$ cat config.mk
export PLATFORM = sky130hd
export DESIGN_NAME = seg_decoder
export DESIGN_NICKNAME = d
export VERILOG_FILES = /design/src/rtl/seg_pkg.sv /design/src/rtl/seg_pattern_decode.sv /design/src/rtl/seg_decoder.sv
export SDC_FILE = /design/constraint.sdc
export NUM_CORES = 1
export LEC_CHECK = 0
export ABC_AREA = 1
export CAP_MARGIN = 30
export CORE_MARGIN = 2
export CORE_UTILIZATION = 60
export DETAILED_ROUTE_END_ITERATION = 10
export GPL_ROUTABILITY_DRIVEN = 0
export PLACE_DENSITY = 0.88
export SYNTH_ARGS = -nofsm -noshare
export SYNTH_HDL_FRONTEND = slang
export SYNTH_SLANG_ARGS = --single-unit
export TNS_END_PERCENT = 100
$ cat constraint.sdc
create_clock -name clkIn -period 8.04 [get_ports clkIn]
set_input_delay 1.206 -clock clkIn [delete_from_list [all_inputs] [get_ports clkIn]]
set_output_delay 1.206 -clock clkIn [all_outputs]
set_load 0.01 [all_outputs]
$ cat src/rtl/seg_pkg.sv
// Shared seven-segment definitions: active-low glyph patterns (bit0 = A .. bit6 = G),
// the blank pattern and the decoder FSM state type.
package seg_pkg;

    localparam int unsigned NumGlyphs = 16;

    localparam logic [6:0] SegBlank = 7'h7F;

    // Index i holds the pattern that displays hex digit i.
    localparam logic [6:0] SegGlyphs [NumGlyphs] = '{
        7'h40, 7'h79, 7'h24, 7'h30, 7'h19, 7'h12, 7'h02, 7'h78,
        7'h00, 7'h10, 7'h08, 7'h03, 7'h46, 7'h21, 7'h06, 7'h0E
    };

    typedef enum logic [1:0] {
        StIdle,
        StSettle,
        StHeld
    } seg_state_e;

endpackage

$ cat src/rtl/seg_pattern_decode.sv
// Combinational seven-segment pattern to hex digit lookup.
module seg_pattern_decode
    import seg_pkg::*;
(
    input  logic [6:0] pattern_i,
    output logic [3:0] digit_o,
    output logic       is_hex_o,
    output logic       is_blank_o
);

    always_comb begin
        digit_o  = 4'h0;
        is_hex_o = 1'b0;
        for (int i = 0; i < NumGlyphs; i++) begin
            if (pattern_i == SegGlyphs[i]) begin
                digit_o  = 4'(i);
                is_hex_o = 1'b1;
            end
        end
        is_blank_o = (pattern_i == SegBlank);
    end

endmodule

$ cat src/rtl/seg_decoder.sv
// Recovers four hex digits from a multiplexed seven-segment drive by waiting for each
// digit's pattern to settle before capturing it.
module seg_decoder
    import seg_pkg::*;
#(
    parameter int unsigned SETTLE_CYCLES = 4
) (
    input  logic        clkIn,
    input  logic        rstIn,
    input  logic [6:0]  segIn,
    input  logic        decimalIn,
    input  logic [3:0]  anodeIn,
    output logic [15:0] valueOut,
    output logic [3:0]  digitValidOut,
    output logic [3:0]  dpOut,
    output logic        updateOut,
    output logic        badPatternOut
);

    localparam logic [7:0] SettleLast = 8'(SETTLE_CYCLES - 1);

    // Sample layout: {anode[3:0], seg[6:0], decimal}
    logic [11:0] smp_d, smp_q;
    logic [11:0] prev_d, prev_q;
    seg_state_e  state_d, state_q;
    logic [7:0]  cnt_d, cnt_q;
    logic [15:0] value_d, value_q;
    logic [3:0]  valid_d, valid_q;
    logic [3:0]  dp_d, dp_q;
    logic        update_d, update_q;
    logic        bad_d, bad_q;

    logic [3:0] anode;
    logic [6:0] seg;
    logic       dec_n;
    logic       changed;
    logic       legal;
    logic       capture;
    logic [1:0] idx;
    logic [3:0] dec_digit;
    logic       is_hex;
    logic       is_blank;

    assign anode = smp_q[11:8];
    assign seg   = smp_q[7:1];
    assign dec_n = smp_q[0];

    seg_pattern_decode u_decode (
        .pattern_i (seg),
        .digit_o   (dec_digit),
        .is_hex_o  (is_hex),
        .is_blank_o(is_blank)
    );

    always_comb begin
        smp_d   = {anodeIn, segIn, decimalIn};
        prev_d  = smp_q;
        changed = (smp_q != prev_q);
        legal   = $onehot(~anode);
        state_d = state_q;
        cnt_d   = cnt_q;
        capture = 1'b0;

        if (!legal) begin
            state_d = StIdle;
            cnt_d   = 8'd0;
        end else if (changed || state_q == StIdle) begin
            state_d = StSettle;
            cnt_d   = 8'd0;
        end else if (state_q == StSettle) begin
            cnt_d = cnt_q + 8'd1;
            if (cnt_q == SettleLast) begin
                capture = 1'b1;
                state_d = StHeld;
            end
        end else if (cnt_q != 8'hFF) begin
            // Held: count saturates so a long-held digit never re-enters the window.
            cnt_d = cnt_q + 8'd1;
        end
    end

    always_comb begin
        idx = 2'd0;
        for (int i = 0; i < 4; i++) begin
            if (!anode[i]) begin
                idx = 2'(i);
            end
        end

        value_d = value_q;
        valid_d = valid_q;
        dp_d    = dp_q;
        bad_d   = 1'b0;
        if (capture) begin
            dp_d[idx] = ~dec_n;
            if (is_hex) begin
                value_d[{idx, 2'b00} +: 4] = dec_digit;
                valid_d[idx]               = 1'b1;
            end else if (is_blank) begin
                value_d[{idx, 2'b00} +: 4] = 4'h0;
                valid_d[idx]               = 1'b0;
            end else begin
                valid_d[idx] = 1'b0;
                bad_d        = 1'b1;
            end
        end
        update_d = ({value_d, valid_d, dp_d} != {value_q, valid_q, dp_q});
    end

    always_ff @(posedge clkIn) begin
        if (rstIn) begin
            smp_q    <= '1;
            prev_q   <= '1;
            state_q  <= StIdle;
            cnt_q    <= 8'd0;
            value_q  <= 16'h0000;
            valid_q  <= 4'b0000;
            dp_q     <= 4'b0000;
            update_q <= 1'b0;
            bad_q    <= 1'b0;
        end else begin
            smp_q    <= smp_d;
            prev_q   <= prev_d;
            state_q  <= state_d;
            cnt_q    <= cnt_d;
            value_q  <= value_d;
            valid_q  <= valid_d;
            dp_q     <= dp_d;
            update_q <= update_d;
            bad_q    <= bad_d;
        end
    end

    assign valueOut      = value_q;
    assign digitValidOut = valid_q;
    assign dpOut         = dp_q;
    assign updateOut     = update_q;
    assign badPatternOut = bad_q;

endmodule

==> impl_metrics.env <==
export IMPL_seq_area_frac_synth_pct=31.8
export IMPL_chipHeight_um=83.4
export IMPL_synthTopCellsByArea="dfxtp_1, nand2_1, nor2_1, nand3_1, inv_1"
export IMPL_synth_simple_area_share_pct=45.3
export IMPL_h_tree_depth=3
export IMPL_drt_iter0_drc=278
export IMPL_ys_ff_latch=60
export IMPL_num_vias=4040
export IMPL_slowest_delay_ns=0.62
export IMPL_worst_slack_ns=4.64
export IMPL_synth_common_cells="nand2_1, nor2_1, inv_1"
export IMPL_synth_xor_area_share_pct=0.463
export IMPL_crit_chain="fa_1 > inv_1 > ha_1 > ha_1 > nor2_1 > nand2_1 > inv_1 > nand2_1 > nor2_2 > buf_4 > nand3_1 > nand3b_1 > nand2_1 > nor2_1 > nand2_1 > nor2_1 > nand4_1 > nor2_1 > nand4_1 > nand2_1 > inv_1"
export IMPL_drt_wl_total_um=10100
export IMPL_grt_overflow=0
export IMPL_fmax_mhz=294
export IMPL_cp_startpoint="prev_d[11]"
export IMPL_slew_viol_final=0
export IMPL_rows=28
export IMPL_syn_inst=582
export IMPL_synth_cell_types=43
export IMPL_cts_inserted_buffers=9
export IMPL_start_util_pct=63.1
export IMPL_cts_hold_buf=0
export IMPL_wl_per_cell_um=14.4
export IMPL_synth_top_area_share_pct=31.8
export IMPL_n_antenna_cell=0
export IMPL_synthAdderAreaFrac_pct=1.52
export IMPL_synthArstFlopShare_pct=0
export IMPL_crit_arrival_ns=3.65
export IMPL_dr_pass1_iters=8
export IMPL_drcViolationCount=0
export IMPL_hp_start="prev_d[8]"
export IMPL_pre_cts_slack_ns=4.72
export IMPL_cp_max_fo=31
export IMPL_area_growth_pct=15.9
export IMPL_synth_fp_nets=600
export IMPL_grt_pass1_vias=3784
export IMPL_crit_buf_inv=4
export IMPL_final_hold_violation_count=0
export IMPL_grt_use_total_pct=29.5
export IMPL_yosys_area_top_type="dfxtp_1"
export IMPL_hp_class="reg2reg"
export IMPL_synth_top_family_by_area="simple AND/OR/NAND/NOR gates"
export IMPL_dieArea_sq_mm=0.00695
export IMPL_r2r_start="prev_d[11]"
export IMPL_clk_latency_ns=0.35
export IMPL_syn_avg_cell_area_sq_um=6.49
export IMPL_synth_compound_area_share_pct=10.8
export IMPL_path_class="reg2reg"
export IMPL_ir_drop_v=0.000142
export IMPL_cts_root_buffer="clkbuf_8"
export IMPL_drive_above_1_share_pct=11.9
export IMPL_setup_tns_final_ns=0
export IMPL_grt_start_max_net_pins=39
export IMPL_path_clk_slew_ns=0.07
export IMPL_clock_path_buffers=2
export IMPL_cts_tree="built"
export IMPL_cts_setup_buffers=0
export IMPL_synth_mux_area_share_pct=0
export IMPL_grt_pass1_wl_um=16900
export IMPL_cts_sink_count=60
export IMPL_numPortBuffers=39
export IMPL_antenna_left=0
export IMPL_yosysWarnings=0
export IMPL_antenna_found_initial=0
export IMPL_finalPower_mw=0.632
export IMPL_cts_resized=0
export IMPL_viasPerCell=5.78
export IMPL_synth_edf_count=0
export IMPL_crit_required_ns=8.29
export IMPL_setup_viol=0
export IMPL_layout_nets=638
export IMPL_hpwl_um=7130
export IMPL_coreArea_sq_mm=0.00599
export IMPL_period_share_pct=42.3
export IMPL_relSlewSlack_pct=57.1
export IMPL_startpoint_type="register"
export IMPL_path_delay_family="simple AND/OR/NAND/NOR gates"
export IMPL_worstMarginPinSlew_ns=0.642
export IMPL_yosysMostFrequentCell="nand2_1"
export IMPL_endpoint_kind="register"
export IMPL_outcome="completed"
export IMPL_synth_flop_cell="dfxtp_1"
export IMPL_die_w_um=83.4
export IMPL_syn_area_sq_mm=0.00378
export IMPL_leakagePower_nw=2.00
export IMPL_rsz0062_at_grt="no"
export IMPL_critPathSlowestCell="dfxtp_1"
export IMPL_drv_cap=0
export IMPL_crit_top_cell="nand2_1"
export IMPL_power_density_mw_per_mm2=144
export IMPL_io_pins=40
export IMPL_period_minus_slack_ns=3.40
export IMPL_fin_skew_ns=0.0102
==> routing by layer <==
metal  share of wire [%]  routed length [um]  global-route usage, %  vias to the layer above
li1                    -                   -                      -                     1964
met4                 3.1                 314                   13.7                        0
met2                  47                4750                   49.3                      234
met3                 7.7                 773                   6.76                       52
met1                  42                4220                   35.8                     1790
met5                   0                   0                      0                        -
==> registers in the layout (all words and copies together), names as in the netlist, 2 cells and up <==
signal,cells
prev_q,12
cnt_q,8
digitValidOut,4
state_q,2
dpOut,4
valueOut,16
prev_d,12
==> layout by cell type, fill, tap and decap left out, types with 3 or more instances in the layout <==
cell,instances
a211oi_1,12
a21oi_1,16
clkbuf_8,13
clkdlybuf4s50_1,39
dfxtp_1,60
ha_1,3
inv_1,66
inv_2,12
nand2_1,151
nand2_2,6
nand3_1,54
nand3b_1,11
nand4_1,19
nor2_1,74
nor2_2,11
nor3_1,5
o211ai_1,5
o21ai_0,15
o21ai_1,6
or2_2,13
==> power by group <==
group	leakage, nW	internal (mW)	total (mW)	switching [mW]
sequential	0.489	0.304	0.312	0.00828
clock	0.0986	0.144	0.260	0.117
combinational	1.41	0.0208	0.0592	0.0384
total	2.00	0.468	0.632	0.164
==> through the flow <==
stage	hold slack (ns)	instances	instance area, sq um	util, %
4_1_cts	0.510	699	4380	73.1
3_3_place_gp	0.460	684	4190	70.0
6_report	0.506	699	4380	73.1
2_1_floorplan	0.446	582	3780	-
3_5_place_dp	0.470	684	4190	70.0
5_1_grt	0.535	699	4380	73.1
==> kinds of logic (layout without fill, tap and decap cells) <==
logic type      after synthesis  count (layout)
simple gates                358             358
buf+inv                      93             135
compound gates               65              65
flops                        60              60
fa+ha+maj                     4               4
xor+xnor                      2               2
==> tightest hold or removal path, cell delays in order (launching register included) <==
cell     delay [ns]
dfxtp_1        0.34
inv_1          0.08
nand2_1        0.05
==> area by class of cell <==
| cell class | count | area, sq um |
|---|---|---|
| clock buffers | 14 | 183 |
| inverters | 79 | 297 |
| clock inverters | 1 | 5.00 |
| fillers | 491 | 1610 |
| multi-input cells | 429 | 2200 |
| well taps | 75 | 93.8 |
| repair buffers | 41 | 405 |
| flip-flops and latches | 60 | 1200 |
==> worst paths after layout <==
kind | slack, ns | end | cells past startpoint
worst max-delay path | 4.64 | updateOut | 21
worst min-delay path | 0.51 | prev_q[8] | 2
worst max register to register | 4.64 | updateOut | 21
worst min register to register | 0.51 | prev_q[8] | 2
(Power assumes the default switching activity.)
